<file path="config.mk">
export PLATFORM = sky130hd
export DESIGN_NAME = fpga_spi_cmd_regfile
export DESIGN_NICKNAME = d
export VERILOG_FILES = /design/src/rtl/fpga_spi_cmd_regfile.sv
export SDC_FILE = /design/constraint.sdc
export NUM_CORES = 1
export LEC_CHECK = 0
export CAP_MARGIN = 15
export CORE_MARGIN = 2
export CORE_UTILIZATION = 51
export DETAILED_ROUTE_END_ITERATION = 10
export GPL_TIMING_DRIVEN = 0
export PLACE_DENSITY = 0.72
export SYNTH_ARGS = -nofsm -noshare
export SYNTH_HDL_FRONTEND = slang
export SYNTH_SLANG_ARGS = --single-unit
</file>
<file path="constraint.sdc">
create_clock -name ck_1356meg -period 3.7 [get_ports ck_1356meg]
set_input_delay 0.37 -clock ck_1356meg [delete_from_list [all_inputs] [get_ports ck_1356meg]]
set_output_delay 0.37 -clock ck_1356meg [all_outputs]
set_load 0.01 [all_outputs]
</file>
<file path="src/rtl/fpga_spi_cmd_regfile.sv">
// SPI command receiver and configuration register file. It oversamples spck/mosi/ncs in the ck_1356meg domain.
// Fixed-length frames {cmd, payload} write registers or select a register for readback on miso during the next frame.
module fpga_spi_cmd_regfile #(
  parameter int CMD_W       = 4,
  parameter int DATA_W      = 12,
  parameter int NUM_REGS    = 4,
  parameter int SYNC_STAGES = 2
) (
  input  logic                          ck_1356meg,
  input  logic                          rst,
  input  logic                          spck,
  input  logic                          mosi,
  input  logic                          ncs,
  output logic                          miso,
  output logic [NUM_REGS*DATA_W-1:0]    regs_flat,
  output logic [NUM_REGS-1:0]           reg_upd,
  output logic                          frame_err,
  output logic                          busy
);

  localparam int F     = CMD_W + DATA_W;
  localparam int CNT_W = $clog2(F + 2);
  localparam logic [CNT_W-1:0] CNT_FULL = CNT_W'(F);
  localparam logic [CNT_W-1:0] CNT_SAT  = CNT_W'(F + 1);
  localparam logic [CMD_W-1:0] CMD_READ = {CMD_W{1'b1}};

  typedef enum logic [1:0] {
    ST_DISARMED = 2'd0,
    ST_IDLE     = 2'd1,
    ST_FRAME    = 2'd2,
    ST_COMMIT   = 2'd3
  } state_t;

  state_t                       r_state;
  state_t                       w_state_nxt;

  logic [SYNC_STAGES-1:0]       r_spck_sync;
  logic [SYNC_STAGES-1:0]       r_mosi_sync;
  logic [SYNC_STAGES-1:0]       r_ncs_sync;
  logic                         r_spck_prev;
  logic                         r_ncs_prev;

  logic [F-1:0]                 r_rx;
  logic [F-1:0]                 r_tx;
  logic [CNT_W-1:0]             r_cnt;
  logic [CMD_W-1:0]             r_sel;
  logic [NUM_REGS*DATA_W-1:0]   r_regs_flat;
  logic [NUM_REGS-1:0]          r_upd;
  logic                         r_ferr;
  logic                         r_busy;

  logic                         w_spck_s;
  logic                         w_mosi_s;
  logic                         w_ncs_s;
  logic                         w_spck_rise;
  logic                         w_spck_fall;
  logic                         w_ncs_rise;
  logic                         w_ncs_fall;
  logic                         w_in_frame;
  logic                         w_load;
  logic [DATA_W-1:0]            w_rb_val;
  logic [F-1:0]                 w_rb_word;
  logic [CMD_W-1:0]             w_cmd;
  logic [DATA_W-1:0]            w_payload;

  // Synchronisers for the asynchronous SPI pins, plus one history flop for edge detection
  always_ff @(posedge ck_1356meg) begin
    if (rst) begin
      r_spck_sync <= '0;
      r_mosi_sync <= '0;
      r_ncs_sync  <= '0;
      r_spck_prev <= 1'b0;
      r_ncs_prev  <= 1'b0;
    end else begin
      r_spck_sync <= {r_spck_sync[SYNC_STAGES-2:0], spck};
      r_mosi_sync <= {r_mosi_sync[SYNC_STAGES-2:0], mosi};
      r_ncs_sync  <= {r_ncs_sync[SYNC_STAGES-2:0], ncs};
      r_spck_prev <= r_spck_sync[SYNC_STAGES-1];
      r_ncs_prev  <= r_ncs_sync[SYNC_STAGES-1];
    end
  end

  assign w_spck_s    = r_spck_sync[SYNC_STAGES-1];
  assign w_mosi_s    = r_mosi_sync[SYNC_STAGES-1];
  assign w_ncs_s     = r_ncs_sync[SYNC_STAGES-1];
  assign w_spck_rise = w_spck_s & ~r_spck_prev;
  assign w_spck_fall = ~w_spck_s & r_spck_prev;
  assign w_ncs_rise  = w_ncs_s & ~r_ncs_prev;
  assign w_ncs_fall  = ~w_ncs_s & r_ncs_prev;

  // spck edges count only inside an armed frame; edges coincident with ncs transitions are dropped
  assign w_in_frame = (r_state == ST_FRAME) && !w_ncs_s;
  assign w_load     = w_ncs_fall && ((r_state == ST_IDLE) || (r_state == ST_COMMIT));

  assign w_cmd     = r_rx[F-1 -: CMD_W];
  assign w_payload = r_rx[DATA_W-1:0];

  // Readback value of the selected register; out-of-range selections read as zero
  always_comb begin
    w_rb_val = '0;
    for (int k = 0; k < NUM_REGS; k++) begin
      w_rb_val = (r_sel == CMD_W'(k)) ? r_regs_flat[k*DATA_W +: DATA_W] : w_rb_val;
    end
  end

  assign w_rb_word = {r_sel, w_rb_val};

  // State register
  always_ff @(posedge ck_1356meg) begin
    if (rst) begin
      r_state <= ST_DISARMED;
    end else begin
      r_state <= w_state_nxt;
    end
  end

  // Next-state logic: disarmed until ncs is seen high, so a frame cut by reset is never committed
  always_comb begin
    w_state_nxt = r_state;
    case (r_state)
      ST_DISARMED: begin
        if (w_ncs_s) w_state_nxt = ST_IDLE;
        else         w_state_nxt = ST_DISARMED;
      end
      ST_IDLE: begin
        if (w_ncs_fall) w_state_nxt = ST_FRAME;
        else            w_state_nxt = ST_IDLE;
      end
      ST_FRAME: begin
        if (w_ncs_rise) w_state_nxt = ST_COMMIT;
        else            w_state_nxt = ST_FRAME;
      end
      ST_COMMIT: begin
        if (w_ncs_fall) w_state_nxt = ST_FRAME;
        else            w_state_nxt = ST_IDLE;
      end
      default: w_state_nxt = ST_DISARMED;
    endcase
  end

  // Shift registers and bit counter; miso is the tx MSB so it updates in the load cycle
  always_ff @(posedge ck_1356meg) begin
    if (rst) begin
      r_rx   <= '0;
      r_tx   <= '0;
      r_cnt  <= '0;
      r_busy <= 1'b0;
    end else begin
      r_busy <= (w_state_nxt == ST_FRAME);
      if (w_load) begin
        r_rx  <= '0;
        r_cnt <= '0;
        r_tx  <= w_rb_word;
      end else if (w_in_frame && w_spck_rise) begin
        r_rx <= {r_rx[F-2:0], w_mosi_s};
        if (r_cnt != CNT_SAT) r_cnt <= r_cnt + 1'b1;
        else                  r_cnt <= r_cnt;
      end else if (w_in_frame && w_spck_fall) begin
        r_tx <= {r_tx[F-2:0], 1'b0};
      end else begin
        r_rx <= r_rx;
      end
    end
  end

  // Commit-cycle decode: the decode reads the shift register before any new-frame load clears it
  always_ff @(posedge ck_1356meg) begin
    if (rst) begin
      r_regs_flat <= '0;
      r_upd       <= '0;
      r_ferr      <= 1'b0;
      r_sel       <= '0;
    end else begin
      r_upd  <= '0;
      r_ferr <= 1'b0;
      if (r_state == ST_COMMIT) begin
        if (r_cnt != CNT_FULL) begin
          r_ferr <= 1'b1;
        end else if (w_cmd == CMD_READ) begin
          r_sel <= w_payload[CMD_W-1:0];
        end else begin
          for (int k = 0; k < NUM_REGS; k++) begin
            if (w_cmd == CMD_W'(k + 1)) begin
              r_regs_flat[k*DATA_W +: DATA_W] <= w_payload;
              r_upd[k]                        <= 1'b1;
            end
          end
        end
      end
    end
  end

  assign miso      = r_tx[F-1];
  assign regs_flat = r_regs_flat;
  assign reg_upd   = r_upd;
  assign frame_err = r_ferr;
  assign busy      = r_busy;

endmodule
</file>
==> impl_metrics.yaml <==
global_route:
  use_met1_pct: 35.1
  grt.met2_usage_pct: 35.9
  grt_start_max_net_pins: 19
  grtUsageMet3_pct: 4.79
  overflow: 0
  grt_pass1_vias: 3158
  grt_antenna_before_repair: 0
  gr-usage-all-layers_pct: 24.2
  busiest_layer: "met2"
  grt_pass1_wl_um: 16400
run:
  max-cap-violations: 0
power_and_ir_drop:
  p_switching_mw: 0.436
  seqPwrFrac_pct: 62.0
  power.density_mw_per_mm2: 358
  p_leak_nw: 1.79
  clkPwrFrac_pct: 35.7
  intPower_mw: 1.40
  swShare_pct: 23.8
  pwr-share-comb_pct: 2.3
  vdd_drop_max_mv: 0.189
layout:
  fin_area_mm2: 0.00511
  syn_to_final_growth_pct: 21.3
  num_antenna_cells: 0
  layout.nets: 501
  drive_gt1_share_pct: 9.44
  layout_commonest_cell: "dfxtp_1"
  final_cell_mix: "dfxtp_1 (105), nor2_1 (62), clkdlybuf4s50_1 (59)"
route:
  routed_wirelength_um: 10300
  routedWlPerCell_um: 17.0
  num_vias: 3251
  drc: 0
  drtAntennaViolNets: 0
  vias_per_cell: 5.39
  dr.first_iter.drc_count: 167
  first_pass_iters: 5
sta:
  finalSetupTns_ps: 0
  final_max_slew_viol_count: 0
  skew_ps: 8.71
  finalSetupViolations: 0
  period_minus_slack_ps: 2160
  hold_viol_final: 0
  tightest_slew_ps: 763
  fin_crit_sh_pct: 58.3
  rsz0062_at_grt: "false"
  slew_headroom_pct: 49.1
  fmaxAchievable_mhz: 464
  setup_slack_ps: 1540
placed_design:
  numPortBuffers: 59
  dp_hpwl_um: 7070
  place_congestion: 0.878
  placedInstanceArea_mm2: 0.00494
  pre_cts_ws_ps: 1590
floorplanning:
  start_util_pct: 51.8
  core_area_mm2: 0.00813
  die_w_um: 94.9
  boundaryPins: 60
  die_y_um: 94.9
  row_count: 33
  die-area_mm2: 0.00901
cts:
  clock_path_buffers: 2
  clk-insertion-delay-late_ps: 370
  postCtsSetupBuffers: 0
  post_cts_resized: 0
  cts_root_buf: "clkbuf_8"
  ctsHoldBuffers: 0
  cts_sinks: 105
  cts_buffers: 9
  clk_pin_slew_ps: 100
  h-tree-depth: 3
  cts_tree: "done"
synth:
  ys_seq_elements: 105
  yosysTopAreaCellShare_pct: 49.9
  yosys_warnings: 0
  ys.flop_type: "dfxtp_1"
  ys_seq_area_share_pct: 49.9
  postSynthCellCount: 423
  synth_edf_count: 0
  synth_area_per_cell_um2: 9.97
  synth_nets: 431
  syn_area_mm2: 0.00422
  yosysTopAreaCell: "dfxtp_1"
  netlist_top_cells_area: "dfxtp_1 (50%), mux2i_1 (13%), mux4_2 (6.4%)"
  synth_cell_types: 39
  ys_async_sr_fraction_pct: 0
min_path:
  min_path_cells: 1
  worstHoldPathType: "reg -> reg"
setup_path:
  crit_path_max_fanout: 10
  cp-end-kind: "register"
  reg2reg_depth: 8
  start_kind: "register"
  cp_slowest_stage_delay_ps: 450
  cp_cell_sequence: "inv_1 > ha_1 > nand4bb_1 > buf_4 > nor3_2 > buf_2 > mux2i_1 > nor2_1"
  crit_required_ps: 3930
  worst-setup-path-type: "reg -> reg"
  crit_slowest_cell: "buf_2"
  crit_arrival_ps: 2390
outcome:
  status: "finished, final reports clean"
## worst max-delay path, delay by kind of cell, from the launching register on
kind / cells / cell delay [ps]
buf+inv: 3 / 750
fa+ha+maj: 1 / 160
simple gates: 3 / 520
mux: 1 / 240
flops: 1 / 350
## per-layer routing
metal  share of wire [%]  wire, um
met1                  48      4910
met5                   0         0
met2                  44      4480
met3                 6.6       673
met4                 1.9       197
## area by class of cell
| type | count | area, um2 |
|---|---|---|
| inverter | 5 | 18.8 |
| timing repair buffer | 59 | 591 |
| clock inverter | 7 | 52.6 |
| fill | 653 | 3020 |
| tap | 105 | 131 |
| buffer | 29 | 145 |
| multi-input combinational | 284 | 1950 |
| sequential | 105 | 2100 |
| clock buffer | 9 | 124 |
## logic make-up (layout without fill, tap and decap cells)
logic type,after synthesis,in the layout,synth area share [%]
flops,105,105,49.9
xor+xnor,4,4,0.831
buf+inv,34,109,3.89
compound gates,40,40,5.49
fa+ha+maj,3,3,0.890
mux,67,67,19.5
simple gates,170,170,19.6
## cells in the mapped netlist (4+ instances only)
cell and number:
dfxtp_1 105, nor2_1 62, mux2i_1 55, nand2_1 50, a21oi_1 23, clkbuf_1 19
nand3_1 13, nor2b_1 13, mux4_2 12, a31oi_1 6, buf_2 5, inv_1 5
and2_1 4, nor3_2 4
## power by group through the flow
stage               clock (mW)  combinational (mW)  sequential, mW
floorplan                    0              0.0234            1.16
global placement             0              0.0408            1.16
detailed placement           0              0.0413            1.16
CTS                      0.665              0.0414            1.14
global route             0.707              0.0448            1.14
finish                   0.654              0.0416            1.14
## per-stage QoR
step | hold slack (ps) | std cells | utilization [%] | power [mW]
2_1_floorplan | 414 | 423 | - | 1.19
3_3_place_gp | 420 | 587 | 60.7 | 1.20
3_5_place_dp | 430 | 587 | 60.7 | 1.20
4_1_cts | 456 | 603 | 62.9 | 1.84
5_1_grt | 466 | 603 | 62.9 | 1.89
6_report | 454 | 603 | 62.9 | 1.83
## sequential cells by signal (all words and copies together) (netlist names)
register	count
r_ncs_prev	1
r_mosi_sync	2
r_cnt	5
frame_err	1
r_spck_sync	2
busy	1
reg_upd	4
r_tx	16
r_rx	16
r_state	2
r_sel	4
r_ncs_sync	2
regs_flat	48
r_spck_prev	1
## final timing paths
| kind | from | to | slack [ps] |
|---|---|---|---|
| worst min-delay path | r_ncs_sync[0] | r_ncs_sync[1] | 450 |
| worst max register to register | r_cnt[0] | regs_flat[16] | 1540 |
| worst min register to register | r_ncs_sync[0] | r_ncs_sync[1] | 450 |
| worst max-delay path | r_cnt[0] | regs_flat[16] | 1540 |
(Power assumes the default switching activity.)
